===== src/rtl/usb_fs_nb_in_ep_ctrl_pkg.sv =====
// Shared usbdev definitions for the full-speed IN endpoint controller.
// Holds the PID codes, the token kinds and the default endpoint geometry.
package usb_fs_nb_in_ep_ctrl_pkg;

  localparam int NumInEpsDefault         = 11;
  localparam int MaxInPktSizeByteDefault = 32;

  localparam logic [3:0] UsbPidOut   = 4'b0001;
  localparam logic [3:0] UsbPidIn    = 4'b1001;
  localparam logic [3:0] UsbPidSof   = 4'b0101;
  localparam logic [3:0] UsbPidSetup = 4'b1101;
  localparam logic [3:0] UsbPidData0 = 4'b0011;
  localparam logic [3:0] UsbPidData1 = 4'b1011;
  localparam logic [3:0] UsbPidAck   = 4'b0010;
  localparam logic [3:0] UsbPidNak   = 4'b1010;
  localparam logic [3:0] UsbPidStall = 4'b1110;

  typedef enum logic [1:0] {
    TokOut   = 2'd0,
    TokIn    = 2'd1,
    TokSetup = 2'd2,
    TokSof   = 2'd3
  } usb_token_e;

endpackage


===== src/rtl/usb_fs_nb_in_ep_ctrl_cfg_bank.sv =====
// Per-endpoint IN configuration registers: buffer id, packet size, ready and stall.
// Ready is also cleared by bus reset and by an acknowledged packet.
module usb_fs_nb_in_ep_ctrl_cfg_bank
  import usb_fs_nb_in_ep_ctrl_pkg::*;
#(
  parameter int NumInEps         = NumInEpsDefault,
  parameter int MaxInPktSizeByte = MaxInPktSizeByteDefault,
  parameter int PktW             = $clog2(MaxInPktSizeByte),
  parameter int BufW             = 5,
  parameter int InEpW            = $clog2(NumInEps)
) (
  input  logic                               clk_48mhz,
  input  logic                               rst_n,
  input  logic                               link_reset,
  input  logic                               wr_en,
  input  logic [InEpW-1:0]                   wr_ep,
  input  logic [BufW-1:0]                    wr_buf,
  input  logic [PktW:0]                      wr_size,
  input  logic                               wr_rdy,
  input  logic                               wr_stall,
  input  logic [NumInEps-1:0]                rdy_clr,
  output logic [NumInEps-1:0][BufW-1:0]      bufs,
  output logic [NumInEps-1:0][PktW:0]        sizes,
  output logic [NumInEps-1:0]                rdy,
  output logic [NumInEps-1:0]                stall
);

  localparam logic [PktW:0] MaxSize = (PktW+1)'(MaxInPktSizeByte);

  function automatic logic [PktW:0] clamp_size(input logic [PktW:0] s);
    return (s > MaxSize) ? MaxSize : s;
  endfunction

  logic [NumInEps-1:0] wr_hit;
  logic [NumInEps-1:0] rdy_nxt;

  always_comb begin
    wr_hit  = '0;
    rdy_nxt = rdy & ~rdy_clr;
    for (int e = 0; e < NumInEps; e++) begin
      wr_hit[e] = wr_en && (wr_ep == InEpW'(e));
      if (wr_hit[e]) begin
        rdy_nxt[e] = wr_rdy;
      end
    end
  end

  always_ff @(posedge clk_48mhz or negedge rst_n) begin
    if (!rst_n) begin
      bufs  <= '0;
      sizes <= '0;
      rdy   <= '0;
      stall <= '0;
    end else begin
      for (int e = 0; e < NumInEps; e++) begin
        if (wr_hit[e] && !link_reset) begin
          bufs[e]  <= wr_buf;
          sizes[e] <= clamp_size(wr_size);
          stall[e] <= wr_stall;
        end
      end
      // Bus reset drops every armed packet but keeps the programmed layout.
      rdy <= link_reset ? '0 : rdy_nxt;
    end
  end

endmodule


===== src/rtl/usb_fs_nb_in_ep_ctrl.sv =====
// Full-speed non-blocking IN endpoint controller: tracks in-flight and sent
// packets and presents ready/stall/done and buffer addressing to the engine.
module usb_fs_nb_in_ep_ctrl
  import usb_fs_nb_in_ep_ctrl_pkg::*;
#(
  parameter int NumInEps         = NumInEpsDefault,
  parameter int MaxInPktSizeByte = MaxInPktSizeByteDefault,
  parameter int PktW             = $clog2(MaxInPktSizeByte),
  parameter int BufW             = 5,
  parameter int InEpW            = $clog2(NumInEps)
) (
  input  logic                   clk_48mhz_i,
  input  logic                   rst_ni,
  input  logic                   link_reset_i,
  input  logic                   cfg_valid_i,
  output logic                   cfg_ready_o,
  input  logic [3:0]             cfg_ep_i,
  input  logic [BufW-1:0]        cfg_buf_i,
  input  logic [PktW:0]          cfg_size_i,
  input  logic                   cfg_rdy_i,
  input  logic                   cfg_stall_i,
  output logic [NumInEps-1:0]    sent_o,
  input  logic [NumInEps-1:0]    sent_clr_i,
  output logic                   pkt_sent_o,
  input  logic [3:0]             in_ep_current_i,
  input  logic [PktW-1:0]        in_ep_get_addr_i,
  input  logic                   in_ep_data_get_i,
  input  logic                   in_ep_newpkt_i,
  input  logic                   in_ep_acked_i,
  input  logic                   in_ep_rollback_i,
  output logic [NumInEps-1:0]    in_ep_has_data_o,
  output logic [NumInEps-1:0]    in_ep_stall_o,
  output logic [NumInEps-1:0]    in_ep_data_done_o,
  output logic [BufW+PktW-1:0]   buf_raddr_o,
  output logic                   buf_re_o
);

  localparam logic [3:0] EpLimit = 4'(NumInEps);

  logic [NumInEps-1:0][BufW-1:0] bufs;
  logic [NumInEps-1:0][PktW:0]   sizes;
  logic [NumInEps-1:0]           rdy;
  logic [NumInEps-1:0]           stall;
  logic [NumInEps-1:0]           busy;
  logic [NumInEps-1:0]           sent;
  logic                          pkt_sent;

  logic                          cur_valid;
  logic                          cfg_ep_valid;
  logic [NumInEps-1:0]           cur_oh;
  logic [NumInEps-1:0]           ack_oh;
  logic [NumInEps-1:0]           busy_set;
  logic [NumInEps-1:0]           busy_clr;
  logic [NumInEps-1:0]           busy_nxt;
  logic [NumInEps-1:0]           sent_nxt;
  logic                          cfg_wr;

  assign cur_valid    = in_ep_current_i < EpLimit;
  assign cfg_ep_valid = cfg_ep_i < EpLimit;
  assign cur_oh       = cur_valid ? (NumInEps'(1) << in_ep_current_i) : '0;

  // Writes to an endpoint the engine is still sending from must wait.
  assign cfg_ready_o  = !link_reset_i && !(cfg_ep_valid && busy[cfg_ep_i]);
  assign cfg_wr       = cfg_valid_i && cfg_ready_o && cfg_ep_valid;

  assign ack_oh   = in_ep_acked_i ? cur_oh : '0;
  assign busy_set = (in_ep_newpkt_i ? cur_oh : '0) & rdy & ~stall;
  assign busy_clr = (in_ep_acked_i || in_ep_rollback_i) ? cur_oh : '0;
  // A retry token in the rollback cycle re-arms the same packet.
  assign busy_nxt = busy_set | (busy & ~busy_clr);
  assign sent_nxt = (sent & ~sent_clr_i) | ack_oh;

  usb_fs_nb_in_ep_ctrl_cfg_bank #(
    .NumInEps         (NumInEps),
    .MaxInPktSizeByte (MaxInPktSizeByte),
    .PktW             (PktW),
    .BufW             (BufW),
    .InEpW            (InEpW)
  ) u_cfg_bank (
    .clk_48mhz  (clk_48mhz_i),
    .rst_n      (rst_ni),
    .link_reset (link_reset_i),
    .wr_en      (cfg_wr),
    .wr_ep      (cfg_ep_i[InEpW-1:0]),
    .wr_buf     (cfg_buf_i),
    .wr_size    (cfg_size_i),
    .wr_rdy     (cfg_rdy_i),
    .wr_stall   (cfg_stall_i),
    .rdy_clr    (ack_oh),
    .bufs       (bufs),
    .sizes      (sizes),
    .rdy        (rdy),
    .stall      (stall)
  );

  always_ff @(posedge clk_48mhz_i or negedge rst_ni) begin
    if (!rst_ni) begin
      busy     <= '0;
      sent     <= '0;
      pkt_sent <= 1'b0;
    end else if (link_reset_i) begin
      busy     <= '0;
      sent     <= '0;
      pkt_sent <= 1'b0;
    end else begin
      busy     <= busy_nxt;
      sent     <= sent_nxt;
      pkt_sent <= in_ep_acked_i && cur_valid;
    end
  end

  always_comb begin
    in_ep_data_done_o = '1;
    if (cur_valid) begin
      in_ep_data_done_o[in_ep_current_i] = ({1'b0, in_ep_get_addr_i} >= sizes[in_ep_current_i]);
    end
  end

  assign buf_raddr_o      = {(cur_valid ? bufs[in_ep_current_i] : {BufW{1'b0}}), in_ep_get_addr_i};
  // Byte 0 is fetched with the token so it is ready when the engine asks.
  assign buf_re_o         = in_ep_data_get_i || in_ep_newpkt_i;
  assign in_ep_has_data_o = rdy;
  assign in_ep_stall_o    = stall;
  assign sent_o           = sent;
  assign pkt_sent_o       = pkt_sent;

endmodule


===== config.mk =====
export PLATFORM = sky130hd
export DESIGN_NAME = usb_fs_nb_in_ep_ctrl
export DESIGN_NICKNAME = d
export VERILOG_FILES = /design/src/rtl/usb_fs_nb_in_ep_ctrl_pkg.sv /design/src/rtl/usb_fs_nb_in_ep_ctrl_cfg_bank.sv /design/src/rtl/usb_fs_nb_in_ep_ctrl.sv
export SDC_FILE = /design/constraint.sdc
export NUM_CORES = 1
export LEC_CHECK = 0
export BUFFER_PORTS_ARGS = -buffer_cell sky130_fd_sc_hd__buf_2
export CELL_PAD_IN_SITES_DETAIL_PLACEMENT = 1
export CELL_PAD_IN_SITES_GLOBAL_PLACEMENT = 1
export CORE_ASPECT_RATIO = 0.7
export CORE_MARGIN = 3
export CORE_UTILIZATION = 46
export DETAILED_ROUTE_END_ITERATION = 10
export GPL_TIMING_DRIVEN = 0
export PLACE_DENSITY_LB_ADDON = 0.1
export SLEW_MARGIN = 15
export SYNTH_ARGS = -nofsm -noshare
export SYNTH_HDL_FRONTEND = slang
export SYNTH_SLANG_ARGS = --single-unit

===== constraint.sdc =====
create_clock -name clk_48mhz_i -period 5.2 [get_ports clk_48mhz_i]
set_input_delay 0.26 -clock clk_48mhz_i [delete_from_list [all_inputs] [get_ports clk_48mhz_i]]
set_output_delay 0.26 -clock clk_48mhz_i [all_outputs]
set_load 0.005 [all_outputs]

; ---- Yosys cells after proc, flatten, opt, wreduce, memory -nomap -nowiden
; Index checks and enable logic that the tools add are counted.
[word_totals]
out_inout_bits = 57
wordCells = 131
register_bits = 166
[classes]
shift = 1
order_cmp = 7
n_eq_ne = 10
bitwise_logic = 13
n_mux = 30
reduce_logical = 33
[op_table]
columns = operator, n
row1 = 11-bit two-way mux, 8
row2 = 11-bit bitwise AND, 5
row3 = 11-bit inverter, 5
row4 = 11-bit OR, 3
row5 = 1-bit logical AND, 28
row6 = 6-bit binary-select mux with 4-bit select, 1
row7 = 5-bit binary-select mux with 4-bit select, 1
row8 = 4-bit by 3-bit equality test with 1-bit output (second input constant), 4
row9 = 1-bit two-way mux, 14
row10 = 4-bit equality test (second input constant), 3
row11 = 6-bit two-way mux, 2
row12 = 1-bit by 4-bit left shift with 11-bit output (first input constant), 1
row13 = 4-bit by 5-bit less-than comparator with 1-bit output (second input constant), 2
row14 = 5-bit two-way mux, 2
row15 = 4-bit by 2-bit equality test with 1-bit output (second input constant), 2
row16 = 4-bit less-than comparator (second input constant), 2
row17 = 5-bit by 6-bit >= comparator with 1-bit output, 1
row18 = 6-bit > comparator (second input constant), 1
row19 = 1-bit binary-select mux with 4-bit select, 1
row20 = 1-bit demux with 4-bit select, 1
row21 = 4-bit by 1-bit equality test with 1-bit output (second input constant), 1
row22 = 4-bit by 1-bit >= comparator with 1-bit output (second input constant), 1
row23 = 4-bit zero test, 1
row24 = 1-bit zero test, 2
row25 = 1-bit logical OR, 2

; ---- Longest topological paths before layout
; Gate-level depths: netlist of the first run.
[depth]
depth_word = 10
mapped_depth = 13

; ---- Cells and area by module
; A second synthesis of the first run with hierarchy kept.
[hier_totals]
cells_unflattened = 647
area_unflattened_um2 = 8202.9
[modules_own_cells]
columns = mod, cells_per_inst, area_each_um2, seq_area_each_um2, instances
row1 = usb_fs_nb_in_ep_ctrl_cfg_bank, 368, 5637.9, 3578.4, 1
row2 = usb_fs_nb_in_ep_ctrl, 279, 2565.0, 575.6, 1

; ---- Worst setup path after synthesis of the first run
; Ideal clock, no wire load.
[synth_path]
kind = input port to output port
from = input in_ep_current_i[0]
to = output in_ep_data_done_o[0]
arrival_time_ns = 2.518
required_ns = 4.940
stages = 12
path_slack_ns = 2.422
path_cell_list = buf_2 -> buf_2 -> mux4_2 -> nand2_1 -> a21oi_1 -> a21oi_1 -> ha_1 -> a21oi_1 -> o21ai_0 -> a31oi_1 -> clkbuf_1 -> o21ai_0
[synth_via]
elab_chain_cells = 7
word_cells_on_any_way = 12
[synth_lines]
columns = element, line
row1 = "start, declared", usb_fs_nb_in_ep_ctrl.sv:25  ; input logic [3:0] in_ep_current_i,
row2 = branches (longest 6 deep; another with 5-bit by 6-bit >= comparator with 1-bit output), n/a
row3 = 11-bit two-way mux *, usb_fs_nb_in_ep_ctrl.sv:114  ; if (cur_valid) begin
row4 = "end, declared", usb_fs_nb_in_ep_ctrl.sv:33  ; output logic [NumInEps-1:0] in_ep_data_done_o,
; Every way passes the cells marked *. The select of a mux whose other input is x is not followed.

; ---- Worst setup path after layout of the first run
[layout_path]
from = input in_ep_current_i[1]
to = output in_ep_data_done_o[6]
; The elaborated chain is that of the path after synthesis.

==> results.yml, run 1 <==
run_status:
  status: "finished clean"
timing:
  setup_violations: 0
  fmaxAchievable_ghz: 0.2566
  hold_viol: 0
  clock_skew_ps: 9.140
  tightest_slew_ps: 1243
  period_share_pct: 74.94
  min_period_ps: 3897
  slew_headroom_pct: 15.95
  rsz0062_at_grt: "false"
  tns_ps: 0
  slew_viol_final: 0
global_routing:
  grtUsageMet1_pct: 36.68
  grtUsageMet2_pct: 41.84
  grt.busiest_layer: "met2"
  grt.met3_usage_pct: 5.522
  grt_pass1_wl_mm: 37.34
  grt_start_max_net_pins: 90
  grt.total_usage_pct: 26.28
  grt_pass1_vias: 6453
  grt_overflow_total: 0
  antenna_found_initial: 0
critical_path:
  crit_slowest_cell: "buf_1"
  path_cells: "buf_2 -> buf_1 -> mux4_2 -> nand2_1 -> a21oi_1 -> a21oi_1 -> ha_1 -> a21oi_1 -> o21ai_0 -> a31oi_1 -> clkbuf_1 -> o21ai_0 -> buf_2"
  required_ps: 4940
  critPathMaxStageDelay_ps: 760
  path_common_cell: "a21oi_1"
  reg2reg_depth: 4
  r2r_end: "u_cfg_bank.rdy[2]"
  crit_type: "in2out"
  critPathTopFamily: "buffers and inverters"
  crit_cells: 13
  critPathLaunchType: "primary input"
  reg2reg_from: "busy[0]"
  crit_fanout: 10
  arrival_ps: 3640
  startpoint: "in_ep_current_i[1]"
  rrSetupSlack_ps: 2930
  crit_end: "in_ep_data_done_o[6]"
  crit_buf_inv: 4
  cp-end-kind: "output pin"
synth:
  yosys_warnings: 0
  synth_nets: 732
  synth-edff-count: 0
  synth.avg_cell_area_sq_um: 11.84
  synthCells: 682
  syn-cell-area_sq_um: 8074
  async_flop_share_pct: 100.0
  seq_area_frac_synth_pct: 51.45
  synth_ff_type: "dfrtp_1"
  ys_ff_latch: 166
  ys_types: 54
clock_network:
  clkLatencyLatePin_ps: 430
  post_cts_buffers: 0
  htree_levels: 4
  cts_tree: "done"
  numCtsBuffers: 17
  cts_resized: 0
  root_buffer: "clkbuf_16"
  cts_sinks: 166
  hold_buffers: 1
  cts_max_path_buffers: 2
  clkTransAtPathRegs_ps: 60
place:
  dpl.cell_count: 1005
  port_buffers: 97
  place_hpwl_mm: 17.23
  place_congestion: 0.8451
route:
  vias: 6030
  drt-total-wl_mm: 24.31
  drt_first_pass_iters: 5
  drc: 0
  avgViaCountPerCell: 5.809
  ant_nets: 0
  wl_per_cell_um: 23.42
  drt_first_iter_violations: 539
final_layout:
  seqCellArea_sq_um: 4154
  fill_cells: 1786
  antenna_cells: 0
  drive_gt1_share_pct: 33.33
  nets: 850
  multi_input_area_sq_um: 3618
  fin_cells: 1038
  area_delta_synth_final_pct: 17.06
floorplan:
  ios: 102
  core_area_sq_um: 16740
  die-area_sq_um: 19200
  start_util_pct: 48.24
  die_w_um: 164.4
  fp.dieH_um: 116.8
  num_rows: 39
hold_path:
  min_path_cells: 2
  hp-class: "in2reg"
power:
  ir_drop_v: 0.0001909
  p_leak_nw: 4.311
  p_per_area_nw_per_um2: 337.1
job:
  drv_cap: 0
==> synthesized netlist by cell type (3+ instances only) <==
cell / n / area [sq um]
a21oi_1: 48 / 240.2
buf_2: 10 / 50.05
buf_4: 7 / 52.55
buf_6: 5 / 56.30
clkbuf_1: 33 / 123.9
dfrtp_1: 166 / 4154
ha_1: 5 / 62.56
mux2_1: 18 / 202.7
mux2_2: 79 / 889.6
mux2i_1: 25 / 250.2
mux4_2: 21 / 473.0
nand2_1: 69 / 259.0
nand2b_1: 18 / 112.6
nand3_1: 13 / 65.06
nand3b_1: 6 / 45.04
nand4_2: 3 / 37.54
nand4b_1: 10 / 87.58
nor2_1: 13 / 48.80
nor2b_1: 15 / 93.84
nor3_1: 4 / 20.02
o21ai_0: 60 / 300.3
o22ai_1: 7 / 43.79
or2_2: 5 / 31.28
==> layout make-up <==
type,instances,area share [%]
repair buffers,99,5.639
well taps,225,2.979
clock buffers,19,4.792
clock inverters,13,1.165
inverters,3,0.1191
plain buffers,57,3.071
multi-input cells,456,38.28
flip-flops and latches,166,43.95
==> stage by stage <==
step	util (%)	setup WS, ps	power (W)	hold WS, ps	instance area [sq um]
2_1_floorplan	-	2422	0.001794	-35.59	8074
3_3_place_gp	52.82	1389	0.001941	458.5	8841
3_5_place_dp	53.05	1350	0.001985	293.9	8879
4_1_cts	56.47	1311	0.003208	42.78	9452
5_1_grt	56.47	995.2	0.003323	52.55	9452
6_report	56.47	1303	0.003187	55.81	9452
==> worst min-delay path by stage <==
| stage | start | to | slack [ps] |
|---|---|---|---|
| after detailed placement | rst_ni | u_cfg_bank.sizes[61] | 290 |
| after global placement | u_cfg_bank.sizes[9] | u_cfg_bank.sizes[9] | 460 |
| after CTS | cfg_buf_i[3] | u_cfg_bank.bufs[23] | 40 |
| after floorplan | rst_ni | busy[0] | -40 |
| final | cfg_buf_i[4] | u_cfg_bank.bufs[24] | 60 |
| after global routing | cfg_buf_i[4] | u_cfg_bank.bufs[24] | 50 |
==> layout by cell type (no fill, tap or decap), types with 3 or more instances in the layout <==
master / synthesis / layout
a21oi_1: 48 / 48
buf_2: 10 / 106
buf_4: 7 / 7
buf_6: 5 / 5
clkbuf_1: 33 / 33
clkbuf_16: 0 / 17
clkinv_4: 0 / 3
dfrtp_1: 166 / 166
ha_1: 5 / 5
inv_6: 0 / 5
mux2_1: 18 / 18
mux2_2: 79 / 79
mux2i_1: 25 / 25
mux4_2: 21 / 21
nand2_1: 69 / 69
nand2b_1: 18 / 18
nand3_1: 13 / 13
nand3b_1: 6 / 6
nand4_2: 3 / 3
nand4b_1: 10 / 10
nor2_1: 13 / 13
nor2b_1: 15 / 15
nor3_1: 4 / 4
o21ai_0: 60 / 60
o22ai_1: 7 / 7
or2_2: 5 / 5
==> registers in the layout, summed over array words and instances, names as in the netlist <==
signal,cells
sent_o,11
u_cfg_bank.bufs,55
u_cfg_bank.sizes,66
u_cfg_bank.rdy,11
pkt_sent_o,1
u_cfg_bank.stall,11
busy,11
==> cells by family after synthesis <==
group / after synthesis / share of synthesized area (%)
simple gates: 179 / 12.21
flops: 166 / 51.45
mux: 144 / 22.76
compound gates: 128 / 9.066
buf+inv: 60 / 3.735
fa+ha+maj: 5 / 0.7748
==> where the power goes <==
part,switching [W],internal (W),total [W]
clock,0.000570,0.000651,0.00122
combinational,0.000229,0.000218,0.000447
sequential,0.0000833,0.00144,0.00152
==> worst reg2reg max path, cell delays in order (launching register included) <==
cell and delay [ps]:
dfrtp_1 410, mux2i_4 260, nand4_1 780, or2_2 600, a21oi_1 150
==> per-layer routing <==
metal | vias up | wire length [um]
met5 | - | 0
li1 | 2689 | -
met2 | 170 | 11350
met1 | 3146 | 11360
met3 | 25 | 1258
met4 | 0 | 344
(Power assumes the default switching activity.)
==> inputs of run 2 (changes only) <==
--- a/config.mk
+++ b/config.mk
@@ -5,12 +5,13 @@
 export SDC_FILE = /design/constraint.sdc
 export NUM_CORES = 1
 export LEC_CHECK = 0
+export ABC_AREA = 1
 export BUFFER_PORTS_ARGS = -buffer_cell sky130_fd_sc_hd__buf_2
 export CELL_PAD_IN_SITES_DETAIL_PLACEMENT = 1
 export CELL_PAD_IN_SITES_GLOBAL_PLACEMENT = 1
 export CORE_ASPECT_RATIO = 0.7
 export CORE_MARGIN = 3
-export CORE_UTILIZATION = 46
+export CORE_UTILIZATION = 40
 export DETAILED_ROUTE_END_ITERATION = 10
 export GPL_TIMING_DRIVEN = 0
 export PLACE_DENSITY_LB_ADDON = 0.1
==> constraint.sdc (replaced) <==
create_clock -name clk_48mhz_i -period 3.56 [get_ports clk_48mhz_i]
set_input_delay 0.178 -clock clk_48mhz_i [delete_from_list [all_inputs] [get_ports clk_48mhz_i]]
set_output_delay 0.178 -clock clk_48mhz_i [all_outputs]
set_load 0.005 [all_outputs]
==> run 2 against run 1 <==
  * Sequential power increased by 47%
  * Area after synthesis decreased by 0.14%
  * Non-clock buffer count increased by 25
  * Clock power increased by 41%
  * Count of clock-buffer cells in the layout increased by 4
  * Die area increased by 14%
  * Hold slack got worse by 41 ps
  * Wire length increased by 9.6%
  * Register-to-register slack got worse by 1200 ps
  * Core utilization decreased by 6.6 points
==> results.yml, run 2 <==
power:
  p_total_w: 0.004596
  ir_drop_v: 0.0003327
  p_leak_nw: 4.606
  p_per_area_nw_per_um2: 476.5
hold_path:
  min_path_cells: 3
  hp-class: "in2reg"
  worstHoldEndpoint: "u_cfg_bank.bufs[1]"
  hp-start: "cfg_buf_i[1]"
critical_path:
  cp-end-kind: "output pin"
  critPathMaxStageDelay_ps: 380
  crit_fanout: 10
  critPathLaunchType: "register"
  arrival_ps: 3110
  r2r_end: "u_cfg_bank.sizes[42]"
  rrSetupSlack_ps: 1710
  path_common_cell: "nand2_1"
  required_ps: 3380
  crit_type: "reg2out"
  reg2reg_from: "busy[7]"
  crit_slowest_cell: "dfrtp_1"
  path_cells: "a22oi_1 -> a21oi_1 -> a211o_1 -> ha_1 -> o21ai_0 -> a21boi_0 -> o21ai_0 -> nand2_1 -> nand2_1 -> nand2_1 -> nand2_1 -> clkbuf_4 -> nand2_1 -> buf_2"
  reg2reg_depth: 10
global_routing:
  grt_pass1_vias: 7139
  grt_start_max_net_pins: 102
  grt.total_usage_pct: 24.65
  grt_pass1_wl_mm: 41.59
  antenna_found_initial: 0
  grt_overflow_total: 0
synth:
  ys_types: 38
  synth_most_common_cell: "nand2_1"
  synthCells: 913
  synth_top_area_cell: "dfrtp_1"
  async_flop_share_pct: 100.0
  ys_ff_latch: 166
  syn-cell-area_sq_um: 8063
  seq_area_frac_synth_pct: 51.52
  synth.avg_cell_area_sq_um: 8.831
  synth_ff_type: "dfrtp_1"
  yosys_warnings: 0
  netlist_top_cells_area: "dfrtp_1 52%, nand2_1 13%, o21ai_1 6.0%, a22oi_1 3.4%, buf_6 3.2%"
  synthTopCellsByCount: "270 x nand2_1, 166 x dfrtp_1, 96 x o21ai_1"
  synth_nets: 963
  yosysTopAreaCellShare_pct: 51.52
  synth-edff-count: 0
timing:
  rsz0062_at_grt: "false"
  hold_viol: 0
  clock_skew_ps: 7.271
  hold_slack_ps: 14.73
  setup_ws_ps: 269.1
  tightest_slew_ps: 732.3
  fmaxAchievable_ghz: 0.3039
  min_period_ps: 3291
  setup_violations: 0
  period_share_pct: 92.44
  slew_headroom_pct: 51.18
  tns_ps: 0
  slew_viol_final: 0
place:
  place_congestion: 0.9409
  port_buffers: 98
  dpl.cell_count: 1276
  place_hpwl_mm: 19.48
  dp_slack_ps: -133.9
clock_network:
  clkLatencyLatePin_ps: 430
  post_cts_buffers: 0
  numCtsBuffers: 17
  cts_tree: "done"
  htree_levels: 4
  clkTransAtPathRegs_ps: 60
  root_buffer: "clkbuf_16"
  cts_max_path_buffers: 2
  cts_sinks: 166
route:
  wl_per_cell_um: 20.12
  ant_nets: 0
  drt_first_pass_iters: 5
  drc: 0
  vias: 7066
  drt-total-wl_mm: 26.64
  avgViaCountPerCell: 5.337
  drt_first_iter_violations: 533
final_layout:
  fin_cells: 1324
  layout_commonest_cell: "nand2_1"
  nets: 1097
  antenna_cells: 0
  multi_input_area_sq_um: 3238
  largest_reg_flops: 66
  seqCellArea_sq_um: 4154
  drive_gt1_share_pct: 21.42
  layout_common_cells: "269 x nand2_1, 166 x dfrtp_1, 103 x buf_2, 96 x o21ai_1, 57 x nor2_1"
  max_flop_register: "u_cfg_bank.sizes"
  fill_cells: 2350
  top_regs: "u_cfg_bank.sizes: 66 flops, u_cfg_bank.bufs: 55 flops"
  area_delta_synth_final_pct: 19.62
floorplan:
  core_area_sq_um: 19340
  fp.dieH_um: 124.8
  start_util_pct: 41.69
  die-area_sq_um: 21920
  num_rows: 42
  die_w_um: 175.7
  ios: 102
run_status:
  status: "finished clean"
job:
  drv_cap: 0
[run 2: cell count changes in the layout (fill, tap and decap cells not counted), moves of 18 or more]
| cell | previous run | this run |
|---|---|---|
| a22oi_1 | 0 | 35 |
| buf_6 | 5 | 23 |
| inv_1 | 2 | 50 |
| mux2_1 | 18 | 0 |
| mux2_2 | 79 | 0 |
| mux2i_1 | 25 | 0 |
| mux4_2 | 21 | 0 |
| nand2_1 | 69 | 269 |
| nand2b_1 | 18 | 0 |
| nor2_1 | 13 | 57 |
| o21ai_0 | 60 | 18 |
| o21ai_1 | 0 | 96 |
| o21ai_2 | 0 | 24 |
[run 2: cell families after synthesis]
kind of cell	synth area share (%)
compound gates	18.00
buf+inv	8.442
simple gates	21.26
fa+ha+maj	0.7759
flops	51.52
[run 2: area by class of cell]
type	count	area share [%]
flip-flops and latches	166	43.07
multi-input cells	625	33.58
repair buffers	115	7.135
clock buffers	23	5.060
plain buffers	66	4.969
well taps	264	3.425
inverters	56	2.231
clock inverters	9	0.5319
[run 2: repair_timing]
action / CTS / global route
gates cloned: 0 / 0
gates resized for setup: 3 / 17
setup endpoints to repair: 10 / 10
pin swaps: 0 / 0
hold buffers: 16 / 0
hold endpoints to repair: 80 / 0
[run 2: worst max-delay path, delay by kind of cell, from the launching register on]
kind                     cells  cell delay, ps
flip-flops                   1             380
AND/OR/NAND/NOR              5             410
buffers and inverters        2             370
adder cells (fa/ha/maj)      1             260
AO/OA/AOI/OAI                6            1240
[run 2: how the worst max path moves through the flow]
| stage | from | depth (start not counted) | endpoint |
|---|---|---|---|
| finish | u_cfg_bank.sizes[0] | 14 | in_ep_data_done_o[5] |
| global route | in_ep_current_i[0] | 20 | in_ep_data_done_o[5] |
| CTS | in_ep_current_i[0] | 17 | in_ep_data_done_o[5] |
| detailed placement | in_ep_current_i[0] | 18 | in_ep_data_done_o[5] |
| global placement | rst_ni | 1 | u_cfg_bank.sizes[7] |
| floorplan | in_ep_current_i[0] | 16 | in_ep_data_done_o[0] |
[run 2: routing by layer]
layer  vias to the layer above  wire, um  track usage (%)
li1                       3323         -                -
met1                      3559     13970            39.42
met2                       172     10860            33.49
met3                        12      1642            6.338
met4                         0       167            4.141
met5                         -         0                0
[run 2: per-stage QoR]
stage	util, %	cell area [sq um]
3_5_place_dp	46.13	8921
3_3_place_gp	45.94	8884
2_1_floorplan	-	8063
5_1_grt	49.87	9644
4_1_cts	49.77	9624
6_report	49.87	9644
[run 2: power by group]
part	total [W]	internal [W]	switching, W
clock	0.00172	0.000959	0.000762
sequential	0.00223	0.00210	0.000133
combinational	0.000643	0.000246	0.000398
total	0.00460	0.00330	0.00129
